### config.mk
export PLATFORM = sky130hd
export DESIGN_NAME = tcam_reg_rd_resp_flat
export DESIGN_NICKNAME = d
export VERILOG_FILES = /design/src/rtl/tcam_pkg.sv /design/src/rtl/tcam_reg_rd_resp_if.sv /design/src/rtl/sat_cnt16.sv /design/src/rtl/tcam_reg_rd_resp.sv /design/src/flat_wrapper.sv
export SDC_FILE = /design/constraint.sdc
export NUM_CORES = 1
export LEC_CHECK = 0
export BUFFER_PORTS_ARGS = -buffer_cell sky130_fd_sc_hd__buf_2
export CORE_MARGIN = 2
export CORE_UTILIZATION = 54
export DETAILED_ROUTE_END_ITERATION = 8
export HOLD_SLACK_MARGIN = 0.15
export MAX_ROUTING_LAYER = met4
export PLACE_DENSITY_LB_ADDON = 0.2
export SLEW_MARGIN = 20
export SYNTH_ARGS = -nofsm -noshare
export SYNTH_HDL_FRONTEND = slang
export SYNTH_SLANG_ARGS = --single-unit
### constraint.sdc
create_clock -name i_clk -period 3.39 [get_ports i_clk]
set_clock_uncertainty 0.2 [all_clocks]
set_input_delay 0.678 -clock i_clk [delete_from_list [all_inputs] [get_ports i_clk]]
set_output_delay 0.678 -clock i_clk [all_outputs]
set_load 0.05 [all_outputs]
### src/rtl/tcam_pkg.sv
// Shared TCAM definitions: register-read address map, read-back FSM states
// and a constant-evaluable clog2.
package tcam_pkg;

    localparam int unsigned TCAM_RA_STATUS     = 32'h00;
    localparam int unsigned TCAM_RA_RD_INDEX   = 32'h01;
    localparam int unsigned TCAM_RA_ACT_LO     = 32'h02;
    localparam int unsigned TCAM_RA_ACT_HI     = 32'h03;
    localparam int unsigned TCAM_RA_LOOKUP_CNT = 32'h04;
    localparam int unsigned TCAM_RA_HIT_CNT    = 32'h05;
    localparam int unsigned TCAM_RA_ERR_CNT    = 32'h06;

    typedef enum logic [1:0] {
        StIdle,
        StReq,
        StWait,
        StResp
    } tcam_rd_state_e;

    function automatic int unsigned tcam_clog2(input int unsigned n);
        int unsigned r;
        int unsigned v;
        r = 0;
        v = 1;
        while (v < n) begin
            v = v << 1;
            r = r + 1;
        end
        return r;
    endfunction

endpackage

### src/rtl/tcam_reg_rd_resp_if.sv
// Switch register bus as seen by the TCAM read-back responder. The bus master
// issues read/write strobes; the responder (slave) returns read data.
interface tcam_reg_rd_resp_if #(
    parameter int unsigned ADDR_W = 8,
    parameter int unsigned DATA_W = 16
);
    logic              switch_reg_bus_rd;
    logic [ADDR_W-1:0] switch_reg_bus_rd_addr;
    logic              switch_reg_bus_we;
    logic [ADDR_W-1:0] switch_reg_bus_we_addr;
    logic [DATA_W-1:0] switch_reg_bus_we_din;
    logic [DATA_W-1:0] switch_reg_bus_we_dout;
    logic              switch_reg_bus_we_dout_v;

    modport master (
        output switch_reg_bus_rd,
        output switch_reg_bus_rd_addr,
        output switch_reg_bus_we,
        output switch_reg_bus_we_addr,
        output switch_reg_bus_we_din,
        input  switch_reg_bus_we_dout,
        input  switch_reg_bus_we_dout_v
    );

    modport slave (
        input  switch_reg_bus_rd,
        input  switch_reg_bus_rd_addr,
        input  switch_reg_bus_we,
        input  switch_reg_bus_we_addr,
        input  switch_reg_bus_we_din,
        output switch_reg_bus_we_dout,
        output switch_reg_bus_we_dout_v
    );
endinterface

### src/rtl/sat_cnt16.sv
// 16-bit saturating event counter; a clear in the same cycle as an increment
// wins.
module sat_cnt16 (
    input  logic        i_clk,
    input  logic        i_rst,
    input  logic        i_clr,
    input  logic        i_inc,
    output logic [15:0] o_cnt
);
    logic [15:0] r_cnt;

    // Count up, sticking at all-ones; clear has priority over increment.
    always_ff @(posedge i_clk) begin
        if (i_rst || i_clr) begin
            r_cnt <= '0;
        end else if (i_inc && (r_cnt != 16'hFFFF)) begin
            r_cnt <= r_cnt + 16'd1;
        end
    end

    assign o_cnt = r_cnt;
endmodule

### src/rtl/tcam_reg_rd_resp.sv
// TCAM register read-back responder. Serves status/counter registers directly
// and action-table entries through an indexed window on action BRAM port B,
// always yielding that port to the lookup path.
// Build option: define TCAM_RD_STAT_CNT_EN to add LOOKUP_CNT/HIT_CNT at
// 0x04/0x05; otherwise those addresses read as unmapped.
module tcam_reg_rd_resp
    import tcam_pkg::*;
#(
    parameter int unsigned REG_ADDR_BUS_WIDTH = 8,
    parameter int unsigned REG_DATA_BUS_WIDTH = 16,
    parameter int unsigned ACTION_WIDTH       = 24,
    parameter int unsigned CAM_NUM            = 1024,
    localparam int unsigned AW                = tcam_clog2(CAM_NUM)
) (
    input  logic                    i_clk,
    input  logic                    i_rst,
    tcam_reg_rd_resp_if.slave       reg_bus,
    input  logic                    i_switch_err_cnt_clr,
    input  logic                    i_tcam_busy,
    input  logic [3:0]              i_fsm_state,
    input  logic                    i_look_up_data_vld,
    input  logic                    i_acl_vld,
    output logic                    o_ram_rd_en,
    output logic [AW-1:0]           o_ram_rd_addr,
    input  logic [ACTION_WIDTH-1:0] i_ram_dout,
    output logic                    o_rd_busy
);
    localparam int unsigned DW = REG_DATA_BUS_WIDTH;

    typedef logic [REG_ADDR_BUS_WIDTH-1:0] addr_t;

    localparam addr_t RA_STATUS     = addr_t'(TCAM_RA_STATUS);
    localparam addr_t RA_RD_INDEX   = addr_t'(TCAM_RA_RD_INDEX);
    localparam addr_t RA_ACT_LO     = addr_t'(TCAM_RA_ACT_LO);
    localparam addr_t RA_ACT_HI     = addr_t'(TCAM_RA_ACT_HI);
    localparam addr_t RA_ERR_CNT    = addr_t'(TCAM_RA_ERR_CNT);
`ifdef TCAM_RD_STAT_CNT_EN
    localparam addr_t RA_LOOKUP_CNT = addr_t'(TCAM_RA_LOOKUP_CNT);
    localparam addr_t RA_HIT_CNT    = addr_t'(TCAM_RA_HIT_CNT);
`endif

    tcam_rd_state_e  r_state;
    logic [AW-1:0]   r_rd_index;
    logic [AW-1:0]   r_ram_rd_addr;
    logic            r_hi_sel;
    logic [DW-1:0]   r_dout;
    logic            r_dout_v;
    logic            r_rd_busy;

    logic            w_rd;
    addr_t           w_rd_addr;
    logic            w_idle;
    logic            w_act_rd;
    logic            w_mapped;
    logic [DW-1:0]   w_dir_data;
    logic [DW-1:0]   w_act_lo;
    logic [DW-1:0]   w_act_hi;
    logic            w_idx_we;
    logic            w_err_inc;
    logic [15:0]     w_err_cnt;
    logic            w_unused;

    assign w_rd      = reg_bus.switch_reg_bus_rd;
    assign w_rd_addr = reg_bus.switch_reg_bus_rd_addr;
    assign w_idle    = (r_state == StIdle);
    assign w_act_rd  = (w_rd_addr == RA_ACT_LO) || (w_rd_addr == RA_ACT_HI);
    assign w_idx_we  = reg_bus.switch_reg_bus_we && (reg_bus.switch_reg_bus_we_addr == RA_RD_INDEX);
    assign w_act_lo  = DW'(i_ram_dout[15:0]);
    assign w_act_hi  = DW'(i_ram_dout >> 16);

    // Only the low AW bits of a RD_INDEX write are kept.
    assign w_unused  = ^reg_bus.switch_reg_bus_we_din;

    // Reads arriving mid-transaction are dropped; unmapped reads still answer 0.
    assign w_err_inc = w_rd && (!w_idle || (!w_act_rd && !w_mapped));

    sat_cnt16 u_err_cnt (
        .i_clk (i_clk),
        .i_rst (i_rst),
        .i_clr (i_switch_err_cnt_clr),
        .i_inc (w_err_inc),
        .o_cnt (w_err_cnt)
    );

`ifdef TCAM_RD_STAT_CNT_EN
    logic [15:0] w_lookup_cnt;
    logic [15:0] w_hit_cnt;

    sat_cnt16 u_lookup_cnt (
        .i_clk (i_clk),
        .i_rst (i_rst),
        .i_clr (i_switch_err_cnt_clr),
        .i_inc (i_look_up_data_vld),
        .o_cnt (w_lookup_cnt)
    );

    sat_cnt16 u_hit_cnt (
        .i_clk (i_clk),
        .i_rst (i_rst),
        .i_clr (i_switch_err_cnt_clr),
        .i_inc (i_acl_vld),
        .o_cnt (w_hit_cnt)
    );
`else
    logic w_unused_acl;
    assign w_unused_acl = i_acl_vld;
`endif

    // Direct-register read mux and address decode.
    always_comb begin
        w_dir_data = '0;
        w_mapped   = 1'b1;
        case (w_rd_addr)
            RA_STATUS:   w_dir_data = DW'({8'h00, i_fsm_state, 2'b00, r_rd_busy, i_tcam_busy});
            RA_RD_INDEX: w_dir_data = DW'(r_rd_index);
            RA_ACT_LO,
            RA_ACT_HI:   w_dir_data = '0;
            RA_ERR_CNT:  w_dir_data = DW'(w_err_cnt);
`ifdef TCAM_RD_STAT_CNT_EN
            RA_LOOKUP_CNT: w_dir_data = DW'(w_lookup_cnt);
            RA_HIT_CNT:    w_dir_data = DW'(w_hit_cnt);
`endif
            default:     w_mapped = 1'b0;
        endcase
    end

    // RD_INDEX register, written by snooping bus writes to its address.
    always_ff @(posedge i_clk) begin
        if (i_rst) begin
            r_rd_index <= '0;
        end else if (w_idx_we) begin
            r_rd_index <= AW'(reg_bus.switch_reg_bus_we_din);
        end
    end

    // Read responder FSM with registered bus outputs.
    always_ff @(posedge i_clk) begin
        if (i_rst) begin
            r_state       <= StIdle;
            r_ram_rd_addr <= '0;
            r_hi_sel      <= 1'b0;
            r_dout        <= '0;
            r_dout_v      <= 1'b0;
            r_rd_busy     <= 1'b0;
        end else begin
            r_dout_v <= 1'b0;
            unique case (r_state)
                StIdle: begin
                    if (w_rd) begin
                        if (w_act_rd) begin
                            r_state       <= StReq;
                            r_hi_sel      <= (w_rd_addr == RA_ACT_HI);
                            r_ram_rd_addr <= r_rd_index;
                            r_rd_busy     <= 1'b1;
                        end else begin
                            r_dout   <= w_dir_data;
                            r_dout_v <= 1'b1;
                        end
                    end
                end
                StReq: begin
                    // Lookups own port B; wait as long as they keep it.
                    if (!i_look_up_data_vld) begin
                        r_state <= StWait;
                    end
                end
                StWait: begin
                    r_dout   <= r_hi_sel ? w_act_hi : w_act_lo;
                    r_dout_v <= 1'b1;
                    r_state  <= StResp;
                end
                StResp: begin
                    r_state   <= StIdle;
                    r_rd_busy <= 1'b0;
                end
                default: begin
                    r_state <= StIdle;
                end
            endcase
        end
    end

    // The enable is the pending request gated by a same-cycle lookup so the
    // lookup path never loses the port.
    assign o_ram_rd_en   = (r_state == StReq) && !i_look_up_data_vld;
    assign o_ram_rd_addr = r_ram_rd_addr;
    assign o_rd_busy     = r_rd_busy;

    assign reg_bus.switch_reg_bus_we_dout   = r_dout;
    assign reg_bus.switch_reg_bus_we_dout_v = r_dout_v;

endmodule
### src/flat_wrapper.sv
// flat-port wrapper written by rule: the top's interface ports become plain ports
module tcam_reg_rd_resp_flat import tcam_pkg::*;
#(
    parameter int unsigned REG_ADDR_BUS_WIDTH = 8,
    parameter int unsigned REG_DATA_BUS_WIDTH = 16,
    parameter int unsigned ACTION_WIDTH       = 24,
    parameter int unsigned CAM_NUM            = 1024,
    localparam int unsigned AW                = tcam_clog2(CAM_NUM)
)
  (i_clk, i_rst, i_switch_err_cnt_clr, i_tcam_busy, i_fsm_state, i_look_up_data_vld, i_acl_vld, o_ram_rd_en, o_ram_rd_addr, i_ram_dout, o_rd_busy, reg_bus_switch_reg_bus_rd, reg_bus_switch_reg_bus_rd_addr, reg_bus_switch_reg_bus_we, reg_bus_switch_reg_bus_we_addr, reg_bus_switch_reg_bus_we_din, reg_bus_switch_reg_bus_we_dout, reg_bus_switch_reg_bus_we_dout_v);
  tcam_reg_rd_resp_if reg_bus_i ();
  input  logic i_clk;
  input  logic i_rst;
  input  logic i_switch_err_cnt_clr;
  input  logic i_tcam_busy;
  input  logic [3:0] i_fsm_state;
  input  logic i_look_up_data_vld;
  input  logic i_acl_vld;
  output logic o_ram_rd_en;
  output logic [AW-1:0] o_ram_rd_addr;
  input  logic [ACTION_WIDTH-1:0] i_ram_dout;
  output logic o_rd_busy;
  input wire logic [$bits(reg_bus_i.switch_reg_bus_rd)-1:0] reg_bus_switch_reg_bus_rd;
  input wire logic [$bits(reg_bus_i.switch_reg_bus_rd_addr)-1:0] reg_bus_switch_reg_bus_rd_addr;
  input wire logic [$bits(reg_bus_i.switch_reg_bus_we)-1:0] reg_bus_switch_reg_bus_we;
  input wire logic [$bits(reg_bus_i.switch_reg_bus_we_addr)-1:0] reg_bus_switch_reg_bus_we_addr;
  input wire logic [$bits(reg_bus_i.switch_reg_bus_we_din)-1:0] reg_bus_switch_reg_bus_we_din;
  output wire logic [$bits(reg_bus_i.switch_reg_bus_we_dout)-1:0] reg_bus_switch_reg_bus_we_dout;
  output wire logic [$bits(reg_bus_i.switch_reg_bus_we_dout_v)-1:0] reg_bus_switch_reg_bus_we_dout_v;
  assign reg_bus_i.switch_reg_bus_rd = reg_bus_switch_reg_bus_rd;
  assign reg_bus_i.switch_reg_bus_rd_addr = reg_bus_switch_reg_bus_rd_addr;
  assign reg_bus_i.switch_reg_bus_we = reg_bus_switch_reg_bus_we;
  assign reg_bus_i.switch_reg_bus_we_addr = reg_bus_switch_reg_bus_we_addr;
  assign reg_bus_i.switch_reg_bus_we_din = reg_bus_switch_reg_bus_we_din;
  assign reg_bus_switch_reg_bus_we_dout = reg_bus_i.switch_reg_bus_we_dout;
  assign reg_bus_switch_reg_bus_we_dout_v = reg_bus_i.switch_reg_bus_we_dout_v;
  tcam_reg_rd_resp #(.REG_ADDR_BUS_WIDTH(REG_ADDR_BUS_WIDTH), .REG_DATA_BUS_WIDTH(REG_DATA_BUS_WIDTH), .ACTION_WIDTH(ACTION_WIDTH), .CAM_NUM(CAM_NUM)) u_core (.i_clk(i_clk), .i_rst(i_rst), .reg_bus(reg_bus_i), .i_switch_err_cnt_clr(i_switch_err_cnt_clr), .i_tcam_busy(i_tcam_busy), .i_fsm_state(i_fsm_state), .i_look_up_data_vld(i_look_up_data_vld), .i_acl_vld(i_acl_vld), .o_ram_rd_en(o_ram_rd_en), .o_ram_rd_addr(o_ram_rd_addr), .i_ram_dout(i_ram_dout), .o_rd_busy(o_rd_busy));
endmodule
==> results.yml, run 1 <==
run_status:
  status: "finished clean"
drt:
  drtIter0Drc: 196
  routed.top_layer: "met4"
  vias_per_cell: 5.56
  drc: 0
  dr.pass1.iters: 4
  vias: 2647
  wl_met1_um: 3240
  met3_length_um: 479
  routed_wirelength_um: 7140
  routed-wl-met2_um: 3320
  ant_nets: 0
  wl_per_cell_um: 15.0
setup_path:
  r2r_slack_ps: 1180
  critPathLaunch: "u_core.r_state[1]$_SDFFE_PP0P_"
  critical_path.max_fanout: 4
  critPathRequiredTime_ps: 2510
  start_kind: "flop"
  cp_slowest_cell: "dfxtp_1"
  end_kind: "primary output"
  r2r-end: "u_core.reg_bus.switch_reg_bus_we_dout[4]$_SDFFE_PP0P_"
  crit_end: "o_ram_rd_en"
  critical_path_arrival_ps: 1330
  reg2regPathDepth: 7
  path_cells: "inv_1, ha_1, nor2b_1, buf_2"
  worstSetupPathType: "flop to primary output"
  cpPeakStageDelay_ps: 340
  r2r_start: "u_core.r_state[0]$_SDFFE_PP0P_"
floorplan:
  core-area_sq_um: 5140
  start_util_pct: 56.4
  die-area_sq_um: 5970
  die_h_um: 77.3
  ioPinCount: 97
  die_x_um: 77.3
  num_rows: 26
cells_and_area:
  finalInstanceArea_sq_um: 3580
  fill_cells: 449
  fin_nets: 474
  final_cell_mix: "89 x buf_2, 59 x nor2_1, 57 x dfxtp_1"
  layout-drive-gt1-share_pct: 33.3
  layout_commonest_cell: "buf_2"
  n_antenna_cell: 0
  area_growth_pct: 23.6
power_and_ir_drop:
  ir_worst_vdd_uv: 267
  power_frac_clock_pct: 42.4
  p_per_area_nw_per_um2: 492
  power.internal_uw: 1270
  total_power_uw: 1760
  leakage_uw: 0.00163
  combPwrFrac_pct: 17.2
  p_seq_share_pct: 40.4
  p_switching_uw: 494
  p_sw_share_pct: 28.0
timing:
  slew_headroom_pct: 44.5
  rsz0062_at_grt: "no"
  tightest_slew_ps: 832
  hold_ws_ps: 287
  slew_violations: 0
  tns_ps: 0
  fmax_mhz: 452
  min_period_ps: 2210
  fin_ws_ps: 1180
  post-route-period-util_pct: 65.2
  setup-violations-final: 0
  hold_violations: 0
global_route:
  grt_pass1_wl_um: 11700
  antenna_found_initial: 0
  grt_use_total_pct: 25.4
  grt_pass1_vias: 2575
  grt_start_max_net_pins: 44
  grt_overflow: 0
place:
  io_buffers: 89
  preCtsSetupSlack_ps: 883
  place_congestion: 0.849
  dpl_cell_area_sq_um: 3340
  dp_hpwl_um: 5170
logic_synthesis:
  synthCells: 320
  ys_warn_count: 0
  synthTopCellsByArea: "dfxtp_1 39%, mux2i_1 8.6%, nor2_1 7.6%"
  syn_area_per_cell_sq_um: 9.06
  ys_async_sr_fraction_pct: 0
  synth-main-ff-cell: "dfxtp_1"
  synth_edf_count: 0
  synth_nets: 393
  synth_area_sq_um: 2900
  synth_top_area_share_pct: 39.4
  ys_seq_area_share_pct: 39.4
  synth.distinct_cells: 54
  yosysTopAreaCell: "dfxtp_1"
  synth_seq_cells: 57
clocking:
  clk_pin_slew_ps: 70
  clock_latency_ps: 340
  clkSinkCount: 57
  cts_buffer_depth: 2
  postCtsSetupRepairBufs: 0
  root_buffer: "clkbuf_8"
  htreeDepth: 3
  cts_hold_buf: 0
  cts_tree: "yes"
  numCtsBuffers: 9
  cts_resized: 0
job:
  maxCapViolCount: 0
hold_path:
  hold_path.class: "flop to flop"
## Yosys cell counts, types with 2 or more instances
library cell / instances
nand3_1: 3
nor3_2: 2
nor2_1: 59
a211oi_1: 10
ha_1: 5
buf_4: 2
nor4_1: 2
mux2i_1: 25
o21ai_0: 4
a21oi_1: 11
a31oi_1: 3
inv_1: 5
dfxtp_1: 57
mux2_2: 13
nand2b_1: 2
clkbuf_1: 12
nor3b_1: 3
nand2_1: 12
buf_2: 4
o31ai_1: 5
a221oi_1: 6
a22oi_1: 9
or3_1: 4
or4_1: 6
nor2b_1: 5
nor3_1: 17
nand4_1: 6
and2_1: 2
## state kept, by name (all words and copies together) (netlist names)
| signal | count |
|---|---|
| u_core.reg_bus.switch_reg_bus_we_dout | 16 |
| u_core.reg_bus.switch_reg_bus_we_dout_v | 1 |
| u_core.u_err_cnt.o_cnt | 16 |
| u_core.o_ram_rd_addr | 10 |
| u_core.r_rd_index | 10 |
| u_core.r_state | 2 |
| u_core.r_hi_sel | 1 |
| u_core.o_rd_busy | 1 |
## logic make-up (layout without fill, tap and decap cells)
logic type                 after synthesis  count (layout)  synth area share (%)
and+or+nand+nor                        135             135                  24.7
AOI/OAI and AO/OA                       58              58                  15.7
DFF                                     57              57                  39.4
muxes                                   38              38                  13.7
buffers and inverters                   26             112                  4.06
adders and majority gates                5               5                  2.16
xor gates and xnor gates                 1               1                 0.302
## through the flow
step | utilization, % | cells
after floorplan | - | 320
after detailed placement | 65.0 | 460
after global placement | 65.0 | 460
final | 69.7 | 476
after global routing | 69.7 | 476
after CTS | 69.7 | 476
## how the worst min path moves through the flow
stage / startpoint / endpoint / cells after the start
global route: u_core.reg_bus.switch_reg_bus_we_dout[10]$_SDFFE_PP0P_ / u_core.reg_bus.switch_reg_bus_we_dout[10]$_SDFFE_PP0P_ / 2
CTS: u_core.reg_bus.switch_reg_bus_we_dout[2]$_SDFFE_PP0P_ / u_core.reg_bus.switch_reg_bus_we_dout[2]$_SDFFE_PP0P_ / 2
finish: u_core.reg_bus.switch_reg_bus_we_dout[11]$_SDFFE_PP0P_ / u_core.reg_bus.switch_reg_bus_we_dout[11]$_SDFFE_PP0P_ / 2
global placement: u_core.reg_bus.switch_reg_bus_we_dout[13]$_SDFFE_PP0P_ / u_core.reg_bus.switch_reg_bus_we_dout[13]$_SDFFE_PP0P_ / 2
detailed placement: u_core.reg_bus.switch_reg_bus_we_dout[10]$_SDFFE_PP0P_ / u_core.reg_bus.switch_reg_bus_we_dout[10]$_SDFFE_PP0P_ / 2
floorplan: u_core.u_err_cnt.o_cnt[13]$_SDFFE_PP0P_ / u_core.u_err_cnt.o_cnt[13]$_SDFFE_PP0P_ / 2
## metal layers
metal / vias up / GRT usage [%]
met5: - / -
met4: 0 / 12.1
met3: 11 / 4.82
met2: 93 / 40.8
met1: 1215 / 30.7
li1: 1328 / -
## worst max-delay path, delay by kind of cell, from the launching register on
kind	cells	cell delay, ps
adder cells (fa/ha/maj)	1	180
buffers and inverters	2	350
flip-flops	1	340
AND/OR/NAND/NOR	1	130
## layout make-up
cell class,count,area [sq um],share of cell area (%)
Timing Repair Buffer,90,453,12.6
Sequential cell,57,1140,31.9
Inverter,6,22.5,0.629
Tap cell,70,87.6,2.44
Clock buffer,12,165,4.61
Multi-Input combinational cell,237,1640,45.8
Clock inverter,4,73.8,2.06
## power groups by stage
stage | logic (uW) | registers (uW) | clock network, uW
floorplan | 142 | 807 | 0
global placement | 297 | 727 | 0
detailed placement | 303 | 727 | 0
CTS | 304 | 712 | 756
global route | 329 | 716 | 783
finish | 303 | 712 | 748
Note: power is estimated with default switching activity, not from simulation.
==> run 2: changes to the inputs <==
--- a/config.mk
+++ b/config.mk
@@ -5,9 +5,10 @@
 export SDC_FILE = /design/constraint.sdc
 export NUM_CORES = 1
 export LEC_CHECK = 0
+export ABC_AREA = 1
 export BUFFER_PORTS_ARGS = -buffer_cell sky130_fd_sc_hd__buf_2
 export CORE_MARGIN = 2
-export CORE_UTILIZATION = 54
+export CORE_UTILIZATION = 46
 export DETAILED_ROUTE_END_ITERATION = 8
 export HOLD_SLACK_MARGIN = 0.15
 export MAX_ROUTING_LAYER = met4
==> constraint.sdc (replaced) <==
create_clock -name i_clk -period 1.8 [get_ports i_clk]
set_clock_uncertainty 0.2 [all_clocks]
set_input_delay 0.36 -clock i_clk [delete_from_list [all_inputs] [get_ports i_clk]]
set_output_delay 0.36 -clock i_clk [all_outputs]
set_load 0.05 [all_outputs]
==> results.yml, run 2 <==
job:
  maxCapViolCount: 0
drt:
  dr.pass1.iters: 5
  vias_per_cell: 5.17
  routed_wirelength_um: 8900
  wl_per_cell_um: 13.1
  ant_nets: 0
  drc: 0
  drtIter0Drc: 192
  vias: 3504
timing:
  setup-violations-final: 0
  slew_headroom_pct: 69.3
  tightest_slew_ps: 460
  hold_violations: 0
  rsz0062_at_grt: "no"
  post-route-period-util_pct: 96.1
  slew_violations: 0
  fmax_mhz: 578
  hold_ws_ps: 163
  tns_ps: 0
  min_period_ps: 1730
setup_path:
  r2r_slack_ps: 120
  cp_slowest_cell: "dfxtp_2"
  critPathRequiredTime_ps: 1240
  start_kind: "flop"
  cpMostUsedCell: "buf_6"
  r2r_start: "u_core.r_state[1]$_SDFFE_PP0P_"
  cp_num_buf_inv: 3
  r2r-end: "u_core.reg_bus.switch_reg_bus_we_dout_v$_SDFF_PP0_"
  worstSetupPathType: "flop to primary output"
  critical_path_arrival_ps: 1170
  path_delay_family: "flip-flops"
  end_kind: "primary output"
  reg2regPathDepth: 5
  cpPeakStageDelay_ps: 340
  path_cells: "buf_6, ha_4, inv_2, nor2_4, buf_6"
  critical_path.max_fanout: 2
floorplan:
  num_rows: 29
  ioPinCount: 97
  die_x_um: 86.3
  core-area_sq_um: 6460
  start_util_pct: 48.2
  die-area_sq_um: 7440
  die_h_um: 86.3
global_route:
  grt_pass1_wl_um: 14500
  grt_pass1_vias: 3184
  grt_use_total_pct: 25.2
  antenna_found_initial: 0
  grt_overflow: 0
  grt_start_max_net_pins: 41
run_status:
  status: "finished clean"
hold_path:
  whs_path_depth: 5
  min_to: "u_core.reg_bus.switch_reg_bus_we_dout[13]$_SDFFE_PP0P_"
  hold_path.class: "input pin to flop"
  timing.hold.worst.start: "i_ram_dout[13]"
logic_synthesis:
  synth-main-ff-cell: "dfxtp_1"
  synth_edf_count: 0
  synth_top_area_share_pct: 36.7
  synth_nets: 537
  synthTopCellsByArea: "dfxtp_1 37%, nand2_1 11%, o21ai_0 8.2%"
  yosysTopAreaCell: "dfxtp_1"
  ys_warn_count: 0
  yosysMostFrequentCell: "nand2_1"
  synthCells: 464
  synth.distinct_cells: 33
  ys_seq_area_share_pct: 36.7
  synth_area_sq_um: 3110
  syn_area_per_cell_sq_um: 6.71
  ys_async_sr_fraction_pct: 0
  synth_common_cells: "89 x nand2_1, 63 x nor2_1, 57 x dfxtp_1, 55 x inv_1, 51 x o21ai_0"
  synth_seq_cells: 57
clocking:
  root_buffer: "clkbuf_8"
  clk_pin_slew_ps: 70
  cts_tree: "yes"
  clkSinkCount: 57
  numCtsBuffers: 9
  cts_buffer_depth: 2
  htreeDepth: 3
  clock_latency_ps: 340
power_and_ir_drop:
  leakage_uw: 0.00187
  p_per_area_nw_per_um2: 1150
  combPwrFrac_pct: 40.9
  p_switching_uw: 2000
  ir_worst_vdd_uv: 711
  power_frac_clock_pct: 27.7
  total_power_uw: 4960
  p_sw_share_pct: 40.4
  power.internal_uw: 2960
  p_seq_share_pct: 31.4
cells_and_area:
  final_cell_mix: "89 x nand2_1, 88 x buf_2, 61 x nor2_1"
  layout-drive-gt1-share_pct: 28.8
  fin_nets: 669
  n_antenna_cell: 0
  layout_commonest_cell: "nand2_1"
  area_growth_pct: 39.2
place:
  dp_hpwl_um: 6370
  place_congestion: 0.916
  io_buffers: 89
==> run 2: what timing repair did <==
item | CTS | global route
setup buffers | 0 | 1
hold buffers | 19 | 0
resized for setup | 7 | 17
setup endpoints to repair | 6 | 20
hold endpoints to repair | 18 | 0
pin swaps | 1 | 1
==> run 2: logic make-up after synthesis <==
group                      count (synthesis)  synth area share (%)
AOI/OAI and AO/OA                        119                  21.5
DFF                                       57                  36.7
adders and majority gates                  5                  2.01
buffers and inverters                     79                  10.0
and+or+nand+nor                          197                  27.9
xor gates and xnor gates                   7                  1.97
==> run 2: worst min-delay path, delay by kind of cell <==
kind,cells,cell delay [ps]
AOI/OAI and AO/OA,1,60
buffers and inverters,1,80
and+or+nand+nor,3,160
==> run 2: power groups by stage <==
| stage | logic, uW | registers, uW | clock network (uW) |
|---|---|---|---|
| 3_5_place_dp | 1840 | 1570 | 0 |
| 2_1_floorplan | 705 | 2160 | 0 |
| 4_1_cts | 1910 | 1550 | 1410 |
| 6_report | 2030 | 1560 | 1380 |
| 3_3_place_gp | 1810 | 1560 | 0 |
| 5_1_grt | 2190 | 1570 | 1470 |
==> run 2: per-stage QoR <==
stage | cells | setup WS, ps | instance area (sq um) | utilization, %
after floorplan | 464 | 19.4 | 3110 | -
after global placement | 642 | 12.8 | 3820 | 59.1
after detailed placement | 642 | -27.7 | 3820 | 59.1
after CTS | 677 | 0.478 | 4260 | 66.0
after global routing | 678 | 11.1 | 4330 | 67.1
final | 678 | 69.9 | 4330 | 67.1
==> run 2: how the worst max path moves through the flow <==
stage / from / end / cells past startpoint
2_1_floorplan: u_core.r_state[1]$_SDFFE_PP0P_ / o_ram_rd_en / 4
3_3_place_gp: reg_bus_switch_reg_bus_rd_addr[4] / u_core.reg_bus.switch_reg_bus_we_dout[6]$_SDFFE_PP0P_ / 11
3_5_place_dp: reg_bus_switch_reg_bus_rd_addr[4] / u_core.reg_bus.switch_reg_bus_we_dout[6]$_SDFFE_PP0P_ / 11
4_1_cts: u_core.r_state[0]$_SDFFE_PP0P_ / o_ram_rd_en / 5
5_1_grt: u_core.r_state[0]$_SDFFE_PP0P_ / o_ram_rd_en / 5
6_report: u_core.r_state[0]$_SDFFE_PP0P_ / o_ram_rd_en / 5
==> run 2: layer usage <==
layer	vias to the layer above	share of wire [%]	global-route usage [%]
met5	-	0	-
met1	1555	45	31.5
met4	0	1.9	9.52
met3	20	5.8	5.05
li1	1793	-	-
met2	136	47	40.5
==> run 2: final cells by class <==
class	count	area, sq um
Clock buffer	12	155
Clock inverter	4	75.1
Fill cell	567	2130
Inverter	59	226
Multi-Input combinational cell	328	1730
Sequential cell	57	1140
Tap cell	77	96.3
Timing Repair Buffer	141	910
==> run 3: changes to the inputs <==
--- a/config.mk
+++ b/config.mk
@@ -7,6 +7,7 @@
 export LEC_CHECK = 0
 export ABC_AREA = 1
 export BUFFER_PORTS_ARGS = -buffer_cell sky130_fd_sc_hd__buf_2
+export CORE_ASPECT_RATIO = 1.5
 export CORE_MARGIN = 2
 export CORE_UTILIZATION = 46
 export DETAILED_ROUTE_END_ITERATION = 8
==> results.yml, run 3 (same netlist as run 2, synthesis figures left out) <==
floorplan:
  ioPinCount: 97
  core-area_sq_um: 6530
  die-area_sq_um: 7460
  num_rows: 36
  start_util_pct: 47.7
  die_h_um: 105
  die_x_um: 71.2
power_and_ir_drop:
  leakage_uw: 0.00191
  p_per_area_nw_per_um2: 1120
  ir_worst_vdd_uv: 756
timing:
  fmax_mhz: 575
  hold_ws_ps: 174
  min_period_ps: 1740
  post-route-period-util_pct: 96.6
  tightest_slew_ps: 408
  slew_headroom_pct: 72.8
  setup-violations-final: 0
  hold_violations: 0
  tns_ps: 0
  slew_violations: 0
setup_path:
  cpPeakStageDelay_ps: 340
  r2r_start: "u_core.u_err_cnt.o_cnt[12]$_SDFFE_PP0P_"
  worstSetupPathType: "flop to primary output"
  critical_path.max_fanout: 2
  critPathRequiredTime_ps: 1240
  path_cells: "buf_6, ha_4, inv_2, nor2_2, buf_6"
  r2r-end: "u_core.u_err_cnt.o_cnt[5]$_SDFFE_PP0P_"
  start_kind: "flop"
  r2r_slack_ps: 120
  critical_path_arrival_ps: 1180
  cp_slowest_cell: "dfxtp_2"
  end_kind: "primary output"
  cpMostUsedCell: "buf_6"
  critPathLaunch: "u_core.r_state[0]$_SDFFE_PP0P_"
  reg2regPathDepth: 7
  crit_end: "o_ram_rd_en"
drt:
  wl_per_cell_um: 13.7
  dr.pass1.iters: 5
  drc: 0
  vias_per_cell: 5.27
  drtIter0Drc: 185
  routed_wirelength_um: 9320
  ant_nets: 0
  vias: 3588
global_route:
  grt_start_max_net_pins: 24
  grt_use_total_pct: 25.9
  busiest_layer: "met2"
  grt_overflow: 0
  met1_usage_pct: 27.8
  grt_pass1_wl_um: 14700
  grt_pass1_vias: 3242
  antenna_found_initial: 0
  use_met2_pct: 45.5
  use_met3_pct: 5.40
clocking:
  numCtsBuffers: 9
  clk_pin_slew_ps: 70
  htreeDepth: 3
  clkSinkCount: 57
  cts_buffer_depth: 2
  clock_latency_ps: 350
  root_buffer: "clkbuf_8"
  cts_tree: "yes"
cells_and_area:
  final_cell_mix: "89 x nand2_1, 88 x buf_2, 61 x nor2_1"
  area_growth_pct: 40.2
  layout_commonest_cell: "nand2_1"
  layout-drive-gt1-share_pct: 29.3
  n_antenna_cell: 0
  fin_nets: 673
place:
  dp_hpwl_um: 6820
  place_congestion: 0.961
  io_buffers: 89
run_status:
  status: "finished clean"
hold_path:
  hold_path.class: "input pin to flop"
job:
  maxCapViolCount: 0
-- run 3: changes by cell type in the layout (fill, tap and decap cells not counted), moves of 2 or more --
cell / delta
dlygate4sd3_1: +2
dfxtp_2: +3
clkinv_2: +2
nor3_2: -2
dfxtp_1: -3
nor2_4: -2
buf_12: +2
nor2_2: +2
-- run 3: power breakdown --
group / switching [uW] / internal (uW)
Clock: 530 / 849
Sequential: 102 / 1460
Combinational: 1340 / 611
Total: 1970 / 2920
-- run 3: worst max-delay path, delay by kind of cell (launching register included) --
kind	cells	cell delay [ps]
adders and majority gates	1	130
buffers and inverters	3	290
DFF	1	340
and+or+nand+nor	1	80
-- run 3: worst min path at each step --
stage,start,to,slack (ps),cells past startpoint
2_1_floorplan,i_rst,u_core.reg_bus.switch_reg_bus_we_dout_v$_SDFF_PP0_,230,1
3_3_place_gp,u_core.o_ram_rd_addr[9]$_SDFFE_PP0P_,u_core.o_ram_rd_addr[9]$_SDFFE_PP0P_,230,2
3_5_place_dp,u_core.o_ram_rd_addr[6]$_SDFFE_PP0P_,u_core.o_ram_rd_addr[6]$_SDFFE_PP0P_,230,2
4_1_cts,i_ram_dout[9],u_core.reg_bus.switch_reg_bus_we_dout[9]$_SDFFE_PP0P_,150,3
5_1_grt,i_ram_dout[9],u_core.reg_bus.switch_reg_bus_we_dout[9]$_SDFFE_PP0P_,190,3
6_report,i_ram_dout[9],u_core.reg_bus.switch_reg_bus_we_dout[9]$_SDFFE_PP0P_,170,3
-- run 3: through the flow --
stage | area [sq um] | setup slack (ps) | util [%] | instances | total power [uW]
finish | 4360 | 61.7 | 66.8 | 681 | 4890
floorplan | 3110 | 19.4 | - | 464 | 2870
detailed placement | 3850 | -30.3 | 58.9 | 642 | 3380
CTS | 4310 | 0.0485 | 66.0 | 679 | 4830
global placement | 3850 | 0.766 | 58.9 | 642 | 3350
global route | 4360 | -2.31 | 66.8 | 681 | 5160
-- run 3: cell type report --
class,instances,area [sq um]
clock buffers,11,151
repair buffers,145,966
inverters,59,226
fillers,590,2170
multi-input cells,328,1700
well taps,76,95.1
clock inverters,5,77.6
flip-flops and latches,57,1150
-- run 3: routing by layer --
layer / vias to the layer above / routed length (um)
met1: 1641 / 3640
met2: 129 / 4920
met5: - / 0
li1: 1799 / -
met4: 0 / 269
met3: 19 / 487
-- run 3: repair_timing --
item	in CTS	in global routing
cloned	0	0
hold endpoints to repair	20	0
pin swaps	1	1
setup endpoints to repair	1	35
hold buffers	21	0
gates resized for setup	7	14
buffers inserted	0	2
